**src/rtl/monitor_overlay_ctrl.sv**
```systemverilog
// Overlay sequencer for the 6502 debug monitor: arms on NMI, catches the vector
// fetch, serves the top page from monitor ROM, and hands the bus back after RTI.
//
// state       | meaning
// ------------+-----------------------------------------------------------
// ST_NORMAL   | user code, all accesses go to RAM
// ST_ARMED    | NMI driven, waiting for the vector fetch (bounded by timeout)
// ST_OVERLAY  | monitor running, top page mapped onto monitor ROM
// ST_EXITING  | exit requested, waiting for RTI fetch then first user opcode
module monitor_overlay_ctrl #(
   parameter logic [15:0] OVL_BASE    = 16'hFF00,
   parameter logic [15:0] NMI_VEC     = 16'hFFFA,
   parameter logic [15:0] EXIT_ADDR   = 16'hFFF8,
   parameter int          ARM_TIMEOUT = 64
) (
   input  logic        clk,
   input  logic        rst_n,
   input  logic [15:0] cpu_addr,
   input  logic        cpu_rw,
   input  logic        bus_valid,
   input  logic        sync,
   input  logic        nmi_issued,
   output logic        overlay_sel,
   output logic [7:0]  rom_addr,
   output logic        mon_active,
   output logic        arm_timeout,
   output logic [7:0]  entry_count
);

   localparam int AW = $clog2(ARM_TIMEOUT) + 1;
   localparam logic [15:0] NMI_VEC_HI = NMI_VEC + 16'd1;
   localparam logic [AW-1:0] ARM_LAST = AW'(ARM_TIMEOUT - 1);

   typedef enum logic [1:0] {
      ST_NORMAL   = 2'd0,
      ST_ARMED    = 2'd1,
      ST_OVERLAY  = 2'd2,
      ST_EXITING  = 2'd3
   } state_t;

   state_t        state_q, state_d;
   logic [AW-1:0] arm_cnt_q, arm_cnt_d;
   logic [1:0]    sync_cnt_q, sync_cnt_d;
   logic          arm_timeout_q, arm_timeout_d;
   logic [7:0]    entry_count_q, entry_count_d;
   logic          mon_active_q, mon_active_d;

   logic vec_rd, exit_wr, in_window, second_sync;

   always_comb begin
      vec_rd      = cpu_rw && (cpu_addr == NMI_VEC);
      exit_wr     = !cpu_rw && (cpu_addr == EXIT_ADDR);
      in_window   = cpu_addr >= OVL_BASE;
      second_sync = bus_valid && sync && (sync_cnt_q != 2'd0);
   end

   always_comb begin
      state_d       = state_q;
      arm_cnt_d     = arm_cnt_q;
      sync_cnt_d    = sync_cnt_q;
      arm_timeout_d = arm_timeout_q;
      entry_count_d = entry_count_q;
      case (state_q)
         ST_NORMAL: begin
            // a bus cycle coinciding with the arming pulse is the first counted cycle
            if (nmi_issued) begin
               state_d       = ST_ARMED;
               arm_timeout_d = 1'b0;
               arm_cnt_d     = bus_valid ? AW'(1) : '0;
            end
         end
         ST_ARMED: begin
            if (bus_valid) begin
               if (vec_rd) begin
                  state_d       = ST_OVERLAY;
                  entry_count_d = entry_count_q + 8'd1;
               end else if (arm_cnt_q == ARM_LAST) begin
                  state_d       = ST_NORMAL;
                  arm_timeout_d = 1'b1;
               end else begin
                  arm_cnt_d = arm_cnt_q + AW'(1);
               end
            end
         end
         ST_OVERLAY: begin
            if (bus_valid && exit_wr) begin
               state_d    = ST_EXITING;
               sync_cnt_d = 2'd0;
            end
         end
         ST_EXITING: begin
            if (bus_valid && sync) begin
               if (sync_cnt_q != 2'd3) sync_cnt_d = sync_cnt_q + 2'd1;
               if (sync_cnt_q != 2'd0) state_d = ST_NORMAL;
            end
         end
         default: state_d = ST_NORMAL;
      endcase
      mon_active_d = (state_d == ST_OVERLAY) || (state_d == ST_EXITING);
   end

   always_ff @(posedge clk or negedge rst_n) begin
      if (!rst_n) begin
         state_q       <= ST_NORMAL;
         arm_cnt_q     <= '0;
         sync_cnt_q    <= 2'd0;
         arm_timeout_q <= 1'b0;
         entry_count_q <= 8'd0;
         mon_active_q  <= 1'b0;
      end else begin
         state_q       <= state_d;
         arm_cnt_q     <= arm_cnt_d;
         sync_cnt_q    <= sync_cnt_d;
         arm_timeout_q <= arm_timeout_d;
         entry_count_q <= entry_count_d;
         mon_active_q  <= mon_active_d;
      end
   end

   // the first user opcode after RTI must come from RAM, so mask the window on it
   always_comb begin
      overlay_sel = 1'b0;
      case (state_q)
         ST_ARMED:   overlay_sel = cpu_rw && ((cpu_addr == NMI_VEC) || (cpu_addr == NMI_VEC_HI));
         ST_OVERLAY: overlay_sel = in_window;
         ST_EXITING: overlay_sel = in_window && !second_sync;
         default:    overlay_sel = 1'b0;
      endcase
   end

   assign rom_addr    = cpu_addr[7:0];
   assign mon_active  = mon_active_q;
   assign arm_timeout = arm_timeout_q;
   assign entry_count = entry_count_q;

endmodule
```
**config.mk**
```make
export PLATFORM = sky130hd
export DESIGN_NAME = monitor_overlay_ctrl
export DESIGN_NICKNAME = d
export VERILOG_FILES = /design/src/rtl/monitor_overlay_ctrl.sv
export SDC_FILE = /design/constraint.sdc
export NUM_CORES = 1
export LEC_CHECK = 0
export BUFFER_PORTS_ARGS = -buffer_cell sky130_fd_sc_hd__buf_4
export CAP_MARGIN = 20
export CORE_AREA = 2 2 51 53
export CTS_BUF_LIST = sky130_fd_sc_hd__clkbuf_4
export DETAILED_ROUTE_END_ITERATION = 7
export DIE_AREA = 0 0 53 55
export PLACE_DENSITY = 0.88
export SETUP_SLACK_MARGIN = 0.4
export SYNTH_ARGS = -nofsm -noshare
export SYNTH_HDL_FRONTEND = slang
export SYNTH_SLANG_ARGS = --single-unit
```
**constraint.sdc**
```tcl
create_clock -name clk -period 2.8 [get_ports clk]
set_input_delay 0.14 -clock clk [delete_from_list [all_inputs] [get_ports clk]]
set_output_delay 0.14 -clock clk [all_outputs]
set_load 0.05 [all_outputs]
```
==> results.sh, run 1 <==
export IMPL_insertion_delay_ns=0.31
export IMPL_grt_remaining_overflow=0
export IMPL_use_met1_pct=25.7
export IMPL_rsz0062_at_grt="no"
export IMPL_fmax_ghz=0.501
export IMPL_finalHoldViolations=0
export IMPL_grt_pass1_vias=984
export IMPL_clock_skew_ns=0.00331
export IMPL_fin_ws_ns=0.805
export IMPL_cellPowerDensity_mw_per_mm2=440
export IMPL_setup_violations=0
export IMPL_ir_drop_mv=0.262
export IMPL_vias=1036
export IMPL_die_h_um=55
export IMPL_cts_root_buffer="clkbuf_4"
export IMPL_ys_ff_latch=21
export IMPL_leakagePower_nw=0.829
export IMPL_status="completed"
export IMPL_coreArea_sq_mm=0.00236
export IMPL_report_final_slew_viol_count=0
export IMPL_path_class="flip-flop to output pin"
export IMPL_grt_pass1_wl_um=4510
export IMPL_portBuffers=40
export IMPL_clock_sinks=21
export IMPL_synthToLayoutAreaGrowth_pct=24.1
export IMPL_clkPwrFrac_pct=21.5
export IMPL_synth_edf_count=0
export IMPL_p_comb_share_pct=23.8
export IMPL_ant_nets=0
export IMPL_avgViaCountPerCell=5.26
export IMPL_drt_iter0_markers=23
export IMPL_num_io_pins=41
export IMPL_layout_filler_cells=178
export IMPL_start_util_pct=54.3
export IMPL_htree_levels=1
export IMPL_path_clk_slew_ns=0.12
export IMPL_seq_area_sq_um=526
export IMPL_multi_input_area_sq_um=676
export IMPL_hold_depth=4
export IMPL_met2_usage_pct=39.2
export IMPL_hpwlAfterDp_um=2280
export IMPL_antenna_found_initial=0
export IMPL_route_final_wire_length_um=2850
export IMPL_drc=0
export IMPL_tightest_slew_ns=0.399
export IMPL_grt_max_degree=22
export IMPL_die_area_sq_mm=0.00292
export IMPL_relSlewSlack_pct=73.1
export IMPL_avgRoutedWirePerCell_um=14.4
export IMPL_hold_path_class="input port to flip-flop"
export IMPL_path_max_fanout=4
export IMPL_die_w_um=53
export IMPL_ys_warn_count=0
export IMPL_start_kind="flip-flop"
export IMPL_synth_area_per_cell_sq_um=9.81
export IMPL_grt_busiest_layer="met2"
export IMPL_internal_power_uw=463
export IMPL_layout_drive_gt1_share_pct=34.1
export IMPL_tns_ns=0
export IMPL_track_usage_pct=21.7
export IMPL_rows=18
export IMPL_cts_resized_gates=0
export IMPL_diodes=0
export IMPL_clockBufferDepth=2
export IMPL_async_flop_share_pct=100
export IMPL_cts_tree="built"
export IMPL_cts_buffers=3
export IMPL_synth_nets=157
export IMPL_critical_path_arrival_ns=1.85
export IMPL_p_switching_uw=238
export IMPL_pre_cts_ws_ns=1.17
export IMPL_nets=194
export IMPL_postSynthCellCount=131
export IMPL_p_seq_share_pct=54.7
export IMPL_fin_crit_sh_pct=71.2
export IMPL_end_kind="output pin"
export IMPL_p_sw_share_pct=34.0
export IMPL_grt_util_met3_pct=2.69
export IMPL_critical_path_required_ns=2.66
export IMPL_worstRegToRegCells=6
export IMPL_yosysSeqAreaShare_pct=40.9
export IMPL_period_needed_ns=1.99
export IMPL_synth_area_sq_mm=0.00128
export IMPL_drt_pass1_iter_count=4
export IMPL_ys_flop_type="dfrtp_1"
export IMPL_maxCapViolCount=0
export IMPL_ys_types=42
export IMPL_gp_congestion=0.917
==> registers in the layout, summed over array words and instances, names as in the netlist <==
| register | cells |
|---|---|
| state_q | 2 |
| mon_active | 1 |
| arm_timeout | 1 |
| entry_count | 8 |
| sync_cnt_q | 2 |
| arm_cnt_q | 7 |
==> worst paths after layout <==
check | slack (ns) | start | to
max | 0.81 | sync_cnt_q[0] | overlay_sel
min reg2reg | 0.48 | entry_count[7] | entry_count[7]
max reg2reg | 1.16 | arm_cnt_q[0] | arm_cnt_q[5]
max in group asynchronous | 2.35 | rst_n | state_q[0]
min | 0.18 | bus_valid | state_q[0]
min in group asynchronous | 0.24 | rst_n | arm_cnt_q[1]
==> cell type report <==
type,instances,share of cell area (%)
Multi-Input combinational cell,96,42.4
Timing Repair Buffer,41,19.5
Clock buffer,3,1.41
Sequential cell,21,32.9
Inverter,5,1.18
Tap cell,30,2.35
Clock inverter,1,0.314
==> layout by cell type (no fill, tap or decap), types with 2 or more instances in the layout <==
cell type   n
nor2_1      9
nand3b_1    2
a21oi_1     2
nor3_2      2
mux2i_1     3
o21ai_0     6
xnor2_1     4
o21ai_1     2
dfrtp_1    21
inv_1       5
nand4_4     2
nand2_1    20
xor2_1      3
buf_4      40
clkbuf_4    3
ha_1        4
nand3_1     8
nand4_1     5
==> logic make-up after synthesis <==
kind of cell / share of synthesized area [%]
AND/OR/NAND/NOR: 30.9
AO/OA/AOI/OAI: 9.84
XOR/XNOR: 4.77
buffers and inverters: 6.52
adder cells (fa/ha/maj): 3.89
flip-flops: 40.9
multiplexers: 3.21
==> critical path, cell delays in order, from the launching register on <==
cell      delay, ns
dfrtp_1        0.42
inv_1          0.07
ha_1           0.18
nand2b_1       0.15
o21ai_0        0.36
a211oi_1       0.15
buf_4          0.22
==> cell usage after synthesis, types with 2 or more instances <==
| library cell | count | area, sq um |
|---|---|---|
| dfrtp_1 | 21 | 526 |
| nand2_1 | 20 | 75.1 |
| nor2_1 | 9 | 33.8 |
| buf_4 | 8 | 60.1 |
| nand3_1 | 8 | 40.0 |
| o21ai_0 | 6 | 30.0 |
| inv_1 | 5 | 18.8 |
| nand4_1 | 5 | 31.3 |
| ha_1 | 4 | 50.1 |
| xnor2_1 | 4 | 35.0 |
| mux2i_1 | 3 | 30.0 |
| xor2_1 | 3 | 26.3 |
| a21oi_1 | 2 | 10.0 |
| nand3b_1 | 2 | 15.0 |
| nand4_4 | 2 | 42.5 |
| nor3_2 | 2 | 20.0 |
| o21ai_1 | 2 | 10.0 |
==> metal layers <==
layer  wire (um)  share of wire, %
met5           0                 0
met4          53               1.9
met3          57               2.0
met2        1490                52
met1        1240                44
==> through the flow <==
stage,utilization [%],instances,area (sq um),power [mW],hold WS (ns)
2_1_floorplan,-,131,1280,0.489,-0.156
3_3_place_gp,65.9,192,1560,0.542,0.0329
3_5_place_dp,65.9,192,1560,0.555,0.0421
4_1_cts,67.5,197,1600,0.711,0.171
5_1_grt,67.5,197,1600,0.747,0.180
6_report,67.5,197,1600,0.701,0.180
==> power groups by stage <==
stage / logic (mW) / registers (mW) / clock network [mW]
floorplan: 0.108 / 0.381 / 0
global placement: 0.158 / 0.384 / 0
detailed placement: 0.166 / 0.389 / 0
CTS: 0.169 / 0.382 / 0.159
global route: 0.184 / 0.389 / 0.174
finish: 0.167 / 0.383 / 0.151
==> repair_timing <==
item	in CTS	in global routing
hold endpoints to repair	21	0
buffers inserted	0	0
hold buffers	1	0
No activity file was read; power rests on OpenSTA's default activity.
==> inputs of run 2 (changes only) <==
CORE_AREA = 2 2 56 58   (was 2 2 51 53)
DIE_AREA = 0 0 58 60   (was 0 0 53 55)
PLACE_DENSITY = 0.78   (was 0.88)
clock period = 1.7 ns   (was 2.8 ns; I/O delays follow)
==> run 2 against run 1 <==
First-iteration DRC count up 52%. Sequential power up 64%. Critical path depth down 2. Combinational power up 110%. Clock skew down 0.0020 ns. Sequential share of layout area down 5.7 points. Count of clock-buffer cells in the layout up 1. Final cell count up 16%. Non-clock buffer count up 28. Global-route usage down 0.66 points. Hold slack worse by 0.033 ns. Register-to-register slack worse by 1.1 ns. Critical endpoint unchanged.
==> results.sh, run 2 (synthesis gave the netlist of run 1 again) <==
export IMPL_final_common_cell="buf_4"
export IMPL_hold_depth=3
export IMPL_insertion_delay_ns=0.30
export IMPL_largest_reg_flops=8
export IMPL_period_needed_ns=1.66
export IMPL_rows=20
export IMPL_cts_buffers=3
export IMPL_vias=1224
export IMPL_setup_violations=0
export IMPL_diodes=0
export IMPL_path_clk_slew_ns=0.12
export IMPL_nets=222
export IMPL_status="completed"
export IMPL_critical_path_required_ns=1.62
export IMPL_grt_pass1_vias=1189
export IMPL_tns_ns=0
export IMPL_drt_iter0_markers=35
export IMPL_num_io_pins=41
export IMPL_end_kind="output pin"
export IMPL_clock_skew_ns=0.00127
export IMPL_rsz0062_at_grt="yes"
export IMPL_min_to="state_q[0]"
export IMPL_die_h_um=60
export IMPL_worstReg2RegStart="state_q[1]"
export IMPL_clockBufferDepth=2
export IMPL_relSlewSlack_pct=74.6
export IMPL_start_util_pct=44.3
export IMPL_r2r_slack_ns=0.07
export IMPL_die_area_sq_mm=0.00348
export IMPL_stdcell_count=228
export IMPL_clock_sinks=21
export IMPL_synthToLayoutAreaGrowth_pct=53.0
export IMPL_worstRegToRegCells=7
export IMPL_antenna_found_initial=0
export IMPL_ant_nets=0
export IMPL_hpwlAfterDp_um=2220
export IMPL_gp_congestion=0.759
export IMPL_portBuffers=40
export IMPL_grt_remaining_overflow=0
export IMPL_maxCapViolCount=0
export IMPL_tightest_slew_ns=0.381
export IMPL_die_w_um=58
export IMPL_critical_path_arrival_ns=1.57
export IMPL_leakagePower_nw=0.987
export IMPL_coreArea_sq_mm=0.00290
export IMPL_cellPowerDensity_mw_per_mm2=634
export IMPL_ir_drop_mv=0.693
export IMPL_path_class="flip-flop to output pin"
export IMPL_htree_levels=1
export IMPL_grt_max_degree=22
export IMPL_hold_path_class="input port to flip-flop"
export IMPL_drt_pass1_iter_count=4
export IMPL_drc=0
export IMPL_hp_start="nmi_issued"
export IMPL_avgViaCountPerCell=5.37
export IMPL_grt_pass1_wl_um=5540
export IMPL_start_kind="flip-flop"
export IMPL_avgRoutedWirePerCell_um=15.6
export IMPL_cts_tree="built"
export IMPL_layout_drive_gt1_share_pct=57.9
export IMPL_path_max_fanout=3
export IMPL_layout_common_cells="buf_4 (60), nand2_1 (17), dfrtp_1 (13), dfrtp_2 (8), buf_6 (8)"
export IMPL_fmax_ghz=0.604
export IMPL_fin_crit_sh_pct=97.4
export IMPL_r2r_end="arm_cnt_q[4]"
export IMPL_cts_root_buffer="clkbuf_4"
export IMPL_dp_cells=195
export IMPL_finalHoldViolations=0
export IMPL_track_usage_pct=21.0
export IMPL_route_final_wire_length_um=3570
export IMPL_report_final_slew_viol_count=0
## run 2: per-stage QoR
| stage | util [%] | power [mW] | setup slack (ns) | cell area (sq um) | hold slack, ns |
|---|---|---|---|---|---|
| finish | 67.7 | 1.25 | 0.0437 | 1970 | 0.147 |
| detailed placement | 55.4 | 0.921 | 0.221 | 1610 | -0.0146 |
| global placement | 55.4 | 0.906 | 0.257 | 1610 | -0.0191 |
| global route | 67.7 | 1.31 | 0.0101 | 1970 | 0.144 |
| CTS | 64.0 | 1.21 | 0.0852 | 1860 | 0.133 |
| floorplan | - | 0.814 | 0.285 | 1330 | -0.211 |
## run 2: repair_timing
| item | 4_1_cts | 5_1_grt |
|---|---|---|
| pin swaps | 12 | 10 |
| resized for setup | 15 | 15 |
| endpoints found under the hold margin | 21 | 0 |
| setup buffers | 22 | 6 |
| endpoints found under the setup margin | 15 | 22 |
| hold buffers | 1 | 0 |
## run 2: worst max path at each step
stage          depth (start not counted)      endpoint     startpoint  slack (ns)
3_5_place_dp                           6  arm_cnt_q[5]   arm_cnt_q[0]        0.22
6_report                               4   overlay_sel     state_q[1]        0.04
3_3_place_gp                           6  arm_cnt_q[5]   arm_cnt_q[0]        0.26
2_1_floorplan                          5   overlay_sel  sync_cnt_q[0]        0.29
4_1_cts                                6   overlay_sel  sync_cnt_q[1]        0.09
5_1_grt                                4   overlay_sel     state_q[1]        0.01
## run 2: where the power goes
group | internal [mW] | switching [mW]
sequential | 0.561 | 0.0667
combinational | 0.168 | 0.188
clock | 0.108 | 0.156
## run 2: critical path, cell delays in order, from the launching register on
cell	delay [ns]
dfrtp_2	0.44
and2b_2	0.26
nand3_2	0.10
a211oi_4	0.28
buf_6	0.19
## run 2: layout make-up
| type | instances | area, sq um |
|---|---|---|
| fill | 214 | 937 |
| clock buffer | 4 | 30.0 |
| multi-input combinational | 96 | 790 |
| timing repair buffer | 69 | 551 |
| inverter | 5 | 18.8 |
| sequential | 21 | 536 |
| tap | 33 | 41.3 |
## run 2: metal layers
layer,track usage (%),up-vias,wire length (um)
met4,5.32,0,40
met1,24.8,592,1390
met3,4.33,8,144
li1,-,586,-
met2,38.8,38,1990
met5,0,-,0
